<file path="config.mk">
export PLATFORM = sky130hd
export DESIGN_NAME = baud_rate_gen
export DESIGN_NICKNAME = d
export VERILOG_FILES = /design/src/rtl/uart_pkg.sv /design/src/rtl/frac_period_counter.sv /design/src/rtl/baud_rate_gen.sv
export SDC_FILE = /design/constraint.sdc
export NUM_CORES = 1
export LEC_CHECK = 0
export BUFFER_PORTS_ARGS = -buffer_cell sky130_fd_sc_hd__buf_2
export CORE_UTILIZATION = 61
export CTS_BUF_LIST = sky130_fd_sc_hd__clkbuf_16
export DETAILED_ROUTE_END_ITERATION = 10
export GPL_TIMING_DRIVEN = 0
export PLACE_DENSITY = 0.86
export SLEW_MARGIN = 0
export SYNTH_ARGS = -nofsm -noshare
export SYNTH_HDL_FRONTEND = slang
export SYNTH_SLANG_ARGS = --single-unit
</file>
<file path="constraint.sdc">
create_clock -name clk -period 6.8 [get_ports clk]
set_clock_uncertainty 0.1 [all_clocks]
set_input_delay 1.36 -clock clk [delete_from_list [all_inputs] [get_ports clk]]
set_output_delay 1.36 -clock clk [all_outputs]
set_load 0.02 [all_outputs]
</file>
<file path="src/rtl/uart_pkg.sv">
// uart_pkg
//   Shared UART definitions: default widths for the baud generator and the
//   divisor record exchanged between the CSR block and the RX/TX engines.
//   No ports; imported by baud_rate_gen and its sub-blocks.
package uart_pkg;

    localparam int UART_DIV_W      = 16;
    localparam int UART_FRAC_W     = 4;
    localparam int UART_OVERSAMPLE = 16;

    // Divisor as programmed by software: base period D+1 cycles plus F/2**FRAC_W.
    typedef struct packed {
        logic [UART_DIV_W-1:0]  div_int;
        logic [UART_FRAC_W-1:0] div_frac;
    } baud_div_t;

endpackage

</file>
<file path="src/rtl/frac_period_counter.sv">
// frac_period_counter
//   Fractional-N period counter. Counts 0..limit and pulses wrap on the last
//   cycle of each period. limit is D, stretched to D+1 whenever the previous
//   wrap overflowed the fractional accumulator, so the mean period is
//   D+1+F/2**FRAC_W cycles.
// Ports
//   clk, reset      clock, synchronous active-high reset
//   en              1 = count; 0 = hold cnt/acc/stretch, no wrap
//   clr             restart phase: cnt, acc, stretch <= 0, no wrap this cycle
//   div_int         integer divisor D (active value from the top level)
//   div_frac        fractional divisor F
//   wrap            combinational: this cycle ends the current period
module frac_period_counter
    import uart_pkg::*;
#(
    parameter int DIV_W  = UART_DIV_W,
    parameter int FRAC_W = UART_FRAC_W
) (
    input  logic              clk,
    input  logic              reset,
    input  logic              en,
    input  logic              clr,
    input  logic [DIV_W-1:0]  div_int,
    input  logic [FRAC_W-1:0] div_frac,
    output logic              wrap
);

    // One extra bit so D = 2**DIV_W-1 plus stretch still fits.
    logic [DIV_W:0]  cnt;
    logic [DIV_W:0]  limit;
    logic [FRAC_W-1:0] acc;
    logic [FRAC_W:0]   acc_sum;
    logic              stretch;

    assign limit   = {1'b0, div_int} + {{DIV_W{1'b0}}, stretch};
    assign acc_sum = {1'b0, acc} + {1'b0, div_frac};

    // >= rather than ==: a divisor applied while held may be shorter than the
    // count already reached; the period then ends on the next enabled cycle.
    assign wrap = !reset && !clr && en && (cnt >= limit);

    always_ff @(posedge clk) begin
        if (reset || clr) begin
            cnt     <= '0;
            acc     <= '0;
            stretch <= 1'b0;
        end else if (wrap) begin
            cnt     <= '0;
            acc     <= acc_sum[FRAC_W-1:0];
            stretch <= acc_sum[FRAC_W];
        end else if (en) begin
            cnt <= cnt + (DIV_W+1)'(1);
        end
    end

endmodule

</file>
<file path="src/rtl/baud_rate_gen.sv">
// baud_rate_gen
//   Fractional-N baud generator for the UART TX/RX engines. Produces an
//   oversample tick, a bit-centre tick and a bit-end tick.
// Ports
//   clk, reset   clock, synchronous active-high reset
//   en           1 = run; 0 = hold all counters, suppress ticks
//   sync_clr     pulse: restart phase (period counter, accumulator, os_cnt)
//   div_load     pulse: capture div_int/div_frac as the pending divisor
//   div_int      integer divisor D (base period D+1 cycles)
//   div_frac     fractional divisor F (units of 1/2**FRAC_W cycle)
//   tick         oversample tick, registered 1-cycle pulse
//   mid_tick     with tick when os_cnt was OVERSAMPLE/2-1 at the wrap
//   bit_tick     with tick when os_cnt was OVERSAMPLE-1 at the wrap
//   div_pend     a loaded divisor is waiting to be applied
module baud_rate_gen
    import uart_pkg::*;
#(
    parameter int DIV_W      = UART_DIV_W,
    parameter int FRAC_W     = UART_FRAC_W,
    parameter int OVERSAMPLE = UART_OVERSAMPLE,
    parameter int RESET_INT  = 325,
    parameter int RESET_FRAC = 0
) (
    input  logic              clk,
    input  logic              reset,
    input  logic              en,
    input  logic              sync_clr,
    input  logic              div_load,
    input  logic [DIV_W-1:0]  div_int,
    input  logic [FRAC_W-1:0] div_frac,
    output logic              tick,
    output logic              mid_tick,
    output logic              bit_tick,
    output logic              div_pend
);

    localparam int OS_W = $clog2(OVERSAMPLE);

    logic [DIV_W-1:0]  act_int;
    logic [FRAC_W-1:0] act_frac;
    logic [DIV_W-1:0]  pend_int;
    logic [FRAC_W-1:0] pend_frac;
    logic [OS_W-1:0]   os_cnt;
    logic              wrap;
    logic              apply;

    frac_period_counter #(
        .DIV_W  (DIV_W),
        .FRAC_W (FRAC_W)
    ) u_period (
        .clk      (clk),
        .reset    (reset),
        .en       (en),
        .clr      (sync_clr),
        .div_int  (act_int),
        .div_frac (act_frac),
        .wrap     (wrap)
    );

    // Swap only at a period boundary so a running bit never sees a mixed
    // divisor; while held there is no boundary to wait for.
    assign apply = div_pend && (wrap || !en);

    always_ff @(posedge clk) begin
        if (reset) begin
            act_int   <= DIV_W'(RESET_INT);
            act_frac  <= FRAC_W'(RESET_FRAC);
            pend_int  <= '0;
            pend_frac <= '0;
            div_pend  <= 1'b0;
            os_cnt    <= '0;
            tick      <= 1'b0;
            mid_tick  <= 1'b0;
            bit_tick  <= 1'b0;
        end else if (sync_clr) begin
            // Pending divisor survives the realign and is not applied by it.
            os_cnt   <= '0;
            tick     <= 1'b0;
            mid_tick <= 1'b0;
            bit_tick <= 1'b0;
        end else begin
            tick     <= wrap;
            mid_tick <= wrap && (os_cnt == OS_W'(OVERSAMPLE/2 - 1));
            bit_tick <= wrap && (os_cnt == OS_W'(OVERSAMPLE - 1));
            // OVERSAMPLE is a power of two, so natural overflow is the modulo.
            if (wrap) begin
                os_cnt <= os_cnt + OS_W'(1);
            end
            if (apply) begin
                act_int  <= pend_int;
                act_frac <= pend_frac;
            end
            // A load coinciding with an apply becomes the next pending value.
            if (div_load) begin
                pend_int  <= div_int;
                pend_frac <= div_frac;
                div_pend  <= 1'b1;
            end else if (apply) begin
                div_pend <= 1'b0;
            end
        end
    end

endmodule

</file>
==> impl_metrics.py <==
metrics = {
    "status": {
        "status": "complete, no violations",
    },
    "clock_tree": {
        "clk_path_buf_depth": 2,
        "cts-buffers-inserted": 9,
        "htreeDepth": 3,
        "root_buffer": "clkbuf_16",
        "cts_setup_buffers": 0,
        "insertion_delay_ns": 0.33,
        "postCtsHoldBufs": 0,
        "tritoncts": "done",
        "ctsResizeCount": 0,
        "path_clk_slew_ns": 0.06,
        "cts_sinks": 70,
    },
    "setup_path": {
        "cp-endpoint": "act_frac[2]",
        "start_kind": "register",
        "worstPathRequired_ns": 6.91,
        "startpoint": "act_int[6]",
        "cp_max_fo": 10,
        "critPathArrivalTime_ns": 3.72,
        "critPathKind": "reg2reg",
        "r2r_start": "act_int[6]",
        "regToRegEndpoint": "act_frac[2]",
        "r2r_slack_ns": 3.19,
        "end_kind": "register",
        "reg2reg_depth": 14,
    },
    "global_route": {
        "grt_overflow": 0,
        "grt_max_degree": 13,
        "grt_use_total": 0.300,
        "first_global_vias": 3423,
        "antenna_found_initial": 0,
        "grt_pass1_wl_mm": 15.5,
    },
    "place": {
        "io_buffers": 27,
        "gp_congestion": 0.944,
        "hpwl_mm": 6.79,
    },
    "timing": {
        "rsz0062_at_grt": "false",
        "maxSlewHeadroom": 0.454,
        "post-route-period-util": 0.530,
        "tightest_slew_ns": 0.815,
        "fmax_mhz": 277,
        "slew_viol_final": 0,
        "min_period_ns": 3.61,
        "hold_viol": 0,
        "hold_slack_ns": 0.373,
        "finalSetupTns_ns": 0,
        "setup_viol": 0,
    },
    "job": {
        "maxCapViolations": 0,
    },
    "floorplan": {
        "start_util": 0.649,
        "ios": 29,
        "row_count": 28,
        "die_area_um2": 6780,
        "core_area_um2": 6060,
        "die_y_um": 82.3,
        "die_w_um": 82.3,
    },
    "synth": {
        "ys.flop_type": "dfxtp_1",
        "synth_edf_count": 0,
        "synthArstFlopShare": 0,
        "synth_nets": 527,
        "ys_types": 44,
        "synth.avg_cell_area_um2": 8.27,
        "synthCells": 476,
        "seq_area_frac_synth": 0.356,
        "syn_area_um2": 3940,
        "synth_warnings": 0,
        "synth-seq-cells": 70,
    },
    "cells_and_area": {
        "n_antenna_cell": 0,
        "nFillCells": 485,
        "areaGrowthSynthToFinish_pct": 13.2,
        "drive_gt1_frac": 0.110,
        "nets": 565,
    },
    "drt": {
        "first_iter_violations": 202,
        "drt-vias-per-instance": 6.20,
        "num_vias": 3684,
        "firstDrtPassIters": 5,
        "routed_wl_mm": 9.51,
        "ant_nets": 0,
        "drc_errors": 0,
        "post_drt_wl_per_cell_um": 16.0,
    },
    "power": {
        "ir_worst_vdd_mv": 0.171,
        "power_density_nw_per_um2": 214,
        "p_total_mw": 0.955,
        "p_leak_nw": 1.68,
    },
    "hold_path": {
        "min_path_type": "reg2reg",
    },
}
worst min path at each step:
stage	startpoint	endpoint	slack, ns	depth (start not counted)
finish	pend_int[11]	pend_int[11]	0.37	2
global route	os_cnt[3]	mid_tick	0.39	1
CTS	os_cnt[3]	mid_tick	0.37	1
detailed placement	os_cnt[3]	mid_tick	0.36	1
global placement	pend_int[14]	pend_int[14]	0.35	2
floorplan	os_cnt[3]	mid_tick	0.32	1
registers in the layout, indices dropped and copies added, names as in the netlist:
register          flops
act_frac              4
act_int              16
bit_tick              1
div_pend              1
mid_tick              1
os_cnt                4
pend_frac             4
pend_int             16
tick                  1
u_period.acc          4
u_period.cnt         17
u_period.stretch      1
cell families (layout without fill, tap and decap cells):
group	after synthesis	count (layout)	synth area share
xor gates and xnor gates	32	32	0.0712
AOI/OAI and AO/OA	71	71	0.115
buffers and inverters	44	87	0.0521
and+or+nand+nor	232	232	0.318
adders and majority gates	26	26	0.0846
DFF	70	70	0.356
muxes	1	1	0.00254
metal layers:
metal | share of wire | vias up | GRT usage
met5 | 0 | - | 0
met4 | 0.036 | 0 | 0.154
met3 | 0.069 | 39 | 0.0681
met2 | 0.47 | 162 | 0.496
met1 | 0.43 | 1683 | 0.363
li1 | - | 1800 | -
through the flow:
| step | instances | util | worst slack [ns] | cell area [µm²] |
|---|---|---|---|---|
| final | 594 | 0.735 | 3.19 | 4460 |
| after global routing | 594 | 0.735 | 3.01 | 4460 |
| after CTS | 594 | 0.735 | 3.25 | 4460 |
| after detailed placement | 578 | 0.687 | 3.31 | 4170 |
| after global placement | 578 | 0.687 | 3.41 | 4170 |
| after floorplan | 476 | - | 3.82 | 3940 |
placed cells by master, fill, tap and decap left out, types with 16 or more instances in the layout:
cell / n
a21oi_1: 31
a31oi_1: 16
buf_2: 29
clkbuf_1: 23
dfxtp_1: 70
ha_1: 25
nand2_1: 73
nand3_1: 30
nand4_1: 22
nor2_1: 33
nor4b_1: 16
or4b_1: 16
xor2_1: 18
critical path, cell delays in order, from the launching register on:
cell and delay, ns:
dfxtp_1 0.42, and3_1 0.24, and3_1 0.21, nand2_1 0.06, or2_2 0.31, nor2_1 0.14
xnor2_1 0.15, ha_1 0.29, a21oi_1 0.17, nand2_1 0.12, a221oi_4 0.42, clkbuf_1 0.45
nor4b_1 0.12, a31oi_1 0.17, nand3_1 0.11
area by class of cell:
cell class / instances / area (µm²) / area share
buffer: 33 / 164 / 0.0368
clock buffer: 9 / 225 / 0.0505
clock inverter: 7 / 65.1 / 0.0146
tap: 75 / 93.8 / 0.0211
inverter: 11 / 41.3 / 0.00927
timing repair buffer: 27 / 135 / 0.0303
multi-input combinational: 362 / 2330 / 0.523
sequential: 70 / 1400 / 0.315
where the power goes:
part	internal, mW	switching [mW]
combinational	0.0254	0.0443
sequential	0.420	0.0104
clock	0.280	0.175
total	0.726	0.229
synth_stat cells (all sizes together) (4+ instances only):
cell,instances,area share
nand2,74,0.072
dfxtp,70,0.36
nor2,34,0.033
a21oi,31,0.039
nand3,30,0.038
ha,25,0.079
clkbuf,23,0.022
nand4,23,0.038
xor2,18,0.040
a31oi,16,0.025
nor4b,16,0.036
or4b,16,0.041
and3,14,0.022
xnor2,14,0.031
buf,10,0.020
inv,10,0.0095
nor3,8,0.010
o21ai,8,0.010
nor4,5,0.0079
o41ai,5,0.011
nor2b,4,0.0064
No activity file was read; power rests on OpenSTA's default activity.
